==> config.mk <==
export PLATFORM = sky130hd
export DESIGN_NAME = data_mem_responder
export DESIGN_NICKNAME = d
export VERILOG_FILES = /design/src/rtl/data_mem_responder.sv
export SDC_FILE = /design/constraint.sdc
export NUM_CORES = 1
export LEC_CHECK = 0
export ABC_AREA = 1
export CORE_ASPECT_RATIO = 1.75
export CORE_MARGIN = 4
export CORE_UTILIZATION = 25
export DETAILED_ROUTE_END_ITERATION = 12
export PLACE_DENSITY_LB_ADDON = 0.15
export REMOVE_ABC_BUFFERS = 1
export SLEW_MARGIN = 5
export SYNTH_ARGS = -nofsm -noshare
export SYNTH_HDL_FRONTEND = slang
export SYNTH_SLANG_ARGS = --single-unit
==> constraint.sdc <==
create_clock -name Clock -period 1.6 [get_ports Clock]
set_input_delay 0.48 -clock Clock [delete_from_list [all_inputs] [get_ports Clock]]
set_output_delay 0.48 -clock Clock [all_outputs]
set_load 0.02 [all_outputs]
==> src/rtl/data_mem_responder.sv <==
// ============================================================================
// Module   : data_mem_responder
// Brief    : Multi-cycle data-memory target for the load/store handshake.
//            Fixed access latency, one Ack pulse per request.
// Revision : 1.0 - initial release
// ============================================================================
`default_nettype none

module data_mem_responder #(
    parameter int DATA_W  = 16,
    parameter int ADDR_W  = 16,
    parameter int DEPTH   = 8,
    parameter int LATENCY = 2
) (
    input  logic              Clock,
    input  logic              Reset,
    input  logic              Req,
    input  logic              We,
    input  logic [ADDR_W-1:0] Addr,
    input  logic [DATA_W-1:0] WrData,
    output logic              Ack,
    output logic [DATA_W-1:0] RdData,
    output logic              Err,
    output logic              Busy
);

    localparam int                IDX_W      = (DEPTH > 1) ? $clog2(DEPTH) : 1;
    localparam logic [3:0]        CNT_INIT   = 4'(LATENCY - 1);
    localparam logic [ADDR_W-1:0] ADDR_LIMIT = ADDR_W'(DEPTH);

    typedef enum logic [1:0] {
        S_IDLE = 2'd0,
        S_WAIT = 2'd1,
        S_RESP = 2'd2
    } state_t;

    state_t              state_q, state_d;
    logic [3:0]          cnt_q, cnt_d;
    logic                we_q, we_d;
    logic [ADDR_W-1:0]   addr_q, addr_d;
    logic [DATA_W-1:0]   wdata_q, wdata_d;
    logic                ack_q, ack_d;
    logic [DATA_W-1:0]   rdata_q, rdata_d;
    logic                err_q, err_d;
    logic                busy_q, busy_d;
    logic [DATA_W-1:0]   mem_q [DEPTH];
    logic [DATA_W-1:0]   mem_d [DEPTH];

    logic                resp_go;
    logic                acc_we;
    logic [ADDR_W-1:0]   acc_addr;
    logic [DATA_W-1:0]   acc_wdata;
    logic [IDX_W-1:0]    acc_idx;
    logic                acc_in_range;

    // With LATENCY=1 the response is formed on the acceptance edge itself,
    // so the live request fields are used instead of the latched copy.
    always_comb begin
        if (state_q == S_IDLE) begin
            acc_we    = We;
            acc_addr  = Addr;
            acc_wdata = WrData;
        end else begin
            acc_we    = we_q;
            acc_addr  = addr_q;
            acc_wdata = wdata_q;
        end
        acc_in_range = (acc_addr < ADDR_LIMIT);
        acc_idx      = acc_addr[IDX_W-1:0];
    end

    always_comb begin
        state_d = state_q;
        cnt_d   = cnt_q;
        we_d    = we_q;
        addr_d  = addr_q;
        wdata_d = wdata_q;
        ack_d   = 1'b0;
        rdata_d = '0;
        err_d   = 1'b0;
        busy_d  = busy_q;
        mem_d   = mem_q;
        resp_go = 1'b0;

        case (state_q)
            S_IDLE: begin
                if (Req) begin
                    we_d    = We;
                    addr_d  = Addr;
                    wdata_d = WrData;
                    busy_d  = 1'b1;
                    if (LATENCY == 1) begin
                        state_d = S_RESP;
                        resp_go = 1'b1;
                    end else begin
                        state_d = S_WAIT;
                        cnt_d   = CNT_INIT;
                    end
                end
            end
            S_WAIT: begin
                cnt_d = cnt_q - 4'd1;
                if (cnt_q == 4'd1) begin
                    state_d = S_RESP;
                    resp_go = 1'b1;
                end
            end
            S_RESP: begin
                state_d = S_IDLE;
                busy_d  = 1'b0;
            end
            default: begin
                state_d = S_IDLE;
                busy_d  = 1'b0;
            end
        endcase

        // Range check at full address width; the index is only used once the
        // address is known to be inside the array, so no aliasing occurs.
        if (resp_go) begin
            ack_d = 1'b1;
            if (acc_in_range) begin
                if (acc_we) begin
                    mem_d[acc_idx] = acc_wdata;
                end else begin
                    rdata_d = mem_q[acc_idx];
                end
            end else begin
                err_d = 1'b1;
            end
        end
    end

    always_ff @(posedge Clock) begin
        if (Reset) begin
            state_q <= S_IDLE;
            cnt_q   <= '0;
            we_q    <= 1'b0;
            addr_q  <= '0;
            wdata_q <= '0;
            ack_q   <= 1'b0;
            rdata_q <= '0;
            err_q   <= 1'b0;
            busy_q  <= 1'b0;
            for (int i = 0; i < DEPTH; i++) begin
                mem_q[i] <= DATA_W'(i);
            end
        end else begin
            state_q <= state_d;
            cnt_q   <= cnt_d;
            we_q    <= we_d;
            addr_q  <= addr_d;
            wdata_q <= wdata_d;
            ack_q   <= ack_d;
            rdata_q <= rdata_d;
            err_q   <= err_d;
            busy_q  <= busy_d;
            mem_q   <= mem_d;
        end
    end

    assign Ack    = ack_q;
    assign RdData = rdata_q;
    assign Err    = err_q;
    assign Busy   = busy_q;

endmodule

`default_nettype wire

==> impl_metrics.csv <==
group,metric,value,unit
sta,slew_viol_final,0,
setup_path,cp.depth,12,
clocking,clock-sinks,186,
worst_hold_path,hp-class,"flop to flop",
clocking,tritoncts,"yes",
sta,fmax,0.536,GHz
synthesis,yosysWarnings,0,
setup_path,path_buf_inv,4,
global_routing,grt.overflow.total,0,
synthesis,syn_area_per_cell,6.17,sq um
global_routing,grt_pass1_wl,59800,um
clocking,clockRootBuffer,"clkbuf_16",
die,ioPinCount,55,
finish,layout.area.seq,3740,sq um
setup_path,critPathCaptureType,"flop",
finish,syn_to_final_growth,57.7,%
drt,wire_per_inst,17.5,um
setup_path,crit_path_top_delay_cell,"dfxtp_4",
job,maxCapViolCount,0,
finish,layout.cells.non_filler,2320,
setup_path,crit_required,1940,ps
sta,skew,10.3,ps
placed_design,finalWeightedCongestion,0.793,
power,power_density,851,nW/um^2
setup_path,startpoint_type,"flop",
setup_path,worstPathMaxFanout,8,
die,die-area,42800,sq um
power,leakagePower,6.97,nW
synthesis,synth.distinct_cells,25,
sta,finalCritPeriodShare,117,%
finish,num-nets-final,1855,
power,switching_power,0.00413,W
sta,worstMarginPinSlew,316,ps
synthesis,syn_inst,1600,
die,die_y,271,um
synthesis,synth_area,9870,sq um
power,sw_frac_of_total,31.2,%
setup_path,cp_top_family,"simple AND/OR/NAND/NOR gates",
die,num_rows,96,
power,combPwrFrac,28.1,%
global_routing,grt_use_total,18.4,%
setup_path,rr_worst_depth,12,
setup_path,worst-setup-path-type,"flop to flop",
placed_design,numPortBuffers,54,
power,power_frac_seq,36.3,%
finish,final_core_utilization,39.7,%
die,core_area,39200,sq um
placed_design,placed_cells,2183,
drt,dr.pass1.iters,5,
clocking,htreeDepth,4,
drt,num_vias,10614,
sta,hold_viol,0,
sta,fin_setup_tns,-25950,ps
power,intPower,0.00911,W
power,clkPwrFrac,35.7,%
drt,vias_per_cell,4.58,
sta,worst_slack,-265,ps
global_routing,antenna_found_initial,0,
setup_path,cp_cell_sequence,"nor2_4 -> buf_6 -> nand2_4 -> nor2_4 -> nand2_2 -> nand2_4 -> buf_12 -> buf_6 -> nand3_4 -> clkbuf_16 -> nand2_1 -> nand3_1",
global_routing,grt_max_degree,40,
clocking,clock_latency,460,ps
clocking,cts_buffer_depth,2,
drt,wl,40700,um
sta,min_period,1860,ps
synthesis,ys_ff_latch,186,
setup_path,slowest_delay,380,ps
die,die-width,158,um
outcome,violations,"negative setup slack",
die,start_util,25.2,%
global_routing,grt_pass1_vias,10071,
clocking,holdBufCountCts,0,
drt,drtIter0Drc,614,
outcome,status,"complete, but fails checks",
setup_path,critical_path_arrival,2210,ps
drt,route.detailed.drc,0,
finish,final_cell_mix,"417 x nand2_1, 210 x inv_1, 180 x dfxtp_1",
finish,diodes,0,
placed_design,dp_hpwl,23200,um
power,ir_drop,0.898,mV
finish,multi_input_area,5540,sq um
clocking,clk_pin_slew,70,ps
worst_hold_path,hold_path_depth,2,
finish,fillCellCount,4089,
clocking,cts_made_buffers,17,
sta,maxSlewHeadroom,78.8,%
power,power,0.0132,W
sta,setup_viol,144,
finish,drive_gt1_share,29.5,%
finish,final_common_cell,"nand2_1",
drt,drt.antenna.violating_nets,0,
sta,rsz0062_at_grt,"yes",
synthesis,yosysSeqAreaShare,37.7,%
-- worst min-delay path: stages (launching register included) --
cell and delay (ps):
dfxtp_1 300, inv_1 60, a21oi_1 50
-- power groups by stage --
stage / Sequential [W] / Clock [W] / Combinational [W]
floorplan: 0.00489 / 0 / 0.00113
global placement: 0.00489 / 0 / 0.00275
detailed placement: 0.00489 / 0 / 0.00275
CTS: 0.00480 / 0.00488 / 0.00353
global route: 0.00481 / 0.00501 / 0.00393
finish: 0.00480 / 0.00472 / 0.00372
-- what timing repair did --
item | 4_1_cts | 5_1_grt
setup buffers | 60 | 20
endpoints found under the hold margin | 0 | 0
pin swaps | 68 | 103
setup endpoints to repair | 166 | 176
gates cloned | 34 | 9
resized for setup | 253 | 213
-- cells by family (layout without fill, tap and decap cells) --
kind of cell	Yosys count	in the layout	share of synthesized area (%)
adders and majority gates	2	2	0.254
DFF	186	186	37.7
buffers and inverters	366	594	14.9
and+or+nand+nor	954	956	42.4
AOI/OAI and AO/OA	92	92	4.67
-- Yosys cell counts --
cell / n / share of area, %
a21oi_1: 40 / 2.0
buf_1: 12 / 0.46
buf_2: 39 / 2.0
buf_4: 1 / 0.076
buf_6: 6 / 0.68
clkbuf_1: 44 / 1.7
clkinv_1: 1 / 0.038
dfxtp_1: 186 / 38
ha_1: 2 / 0.25
inv_1: 262 / 10
inv_2: 1 / 0.038
nand2_1: 535 / 20
nand2_2: 4 / 0.25
nand2_4: 2 / 0.23
nand3_1: 93 / 4.7
nand3_2: 6 / 0.61
nand3_4: 3 / 0.53
nand4_1: 125 / 7.9
nor2_1: 169 / 6.4
nor2_2: 4 / 0.25
nor2_4: 7 / 0.80
nor3_1: 2 / 0.10
o21ai_0: 38 / 1.9
o21ai_1: 14 / 0.71
or2_2: 4 / 0.25
-- per-stage QoR --
stage               instance area [sq um]  hold WS [ps]  setup slack, ps
floorplan                            9390           432            -1730
global placement                    12100           436             -696
detailed placement                  12100           443             -707
CTS                                 14900           454             -262
global route                        15600           462             -356
finish                              15600           451             -265
-- cell type report --
cell class              count  area share, %
clock buffers              22           3.05
repair buffers            298           25.8
flip-flops and latches    186           24.0
well taps                 490           3.94
multi-input cells        1050           35.6
inverters                 264           6.50
clock inverters            10           1.05
-- metal layers --
layer	GRT usage [%]	vias to the layer above	wire length (um)
met5	0	-	0
met4	7.39	0	1810
met3	1.87	76	1020
met2	34.6	206	22300
met1	20.7	4940	15600
li1	-	5392	-
-- final timing paths --
kind	from	to	slack, ps
worst max register to register	state_q[1]$_SDFFE_PP0P_	mem_q[1]$_SDFFE_PP1P_	-260
worst min register to register	wdata_q[3]$_SDFFE_PP0P_	wdata_q[3]$_SDFFE_PP0P_	450
worst max-delay path	state_q[1]$_SDFFE_PP0P_	mem_q[1]$_SDFFE_PP1P_	-260
worst min-delay path	wdata_q[3]$_SDFFE_PP0P_	wdata_q[3]$_SDFFE_PP0P_	450
-- flip-flops by register name (all words and copies together), names as in the netlist, 2 cells and up --
name,flops
cnt_q,4
state_q,2
mem_q,128
addr_q,16
wdata_q,16
RdData,16
No activity file was read; power rests on OpenSTA's default activity.
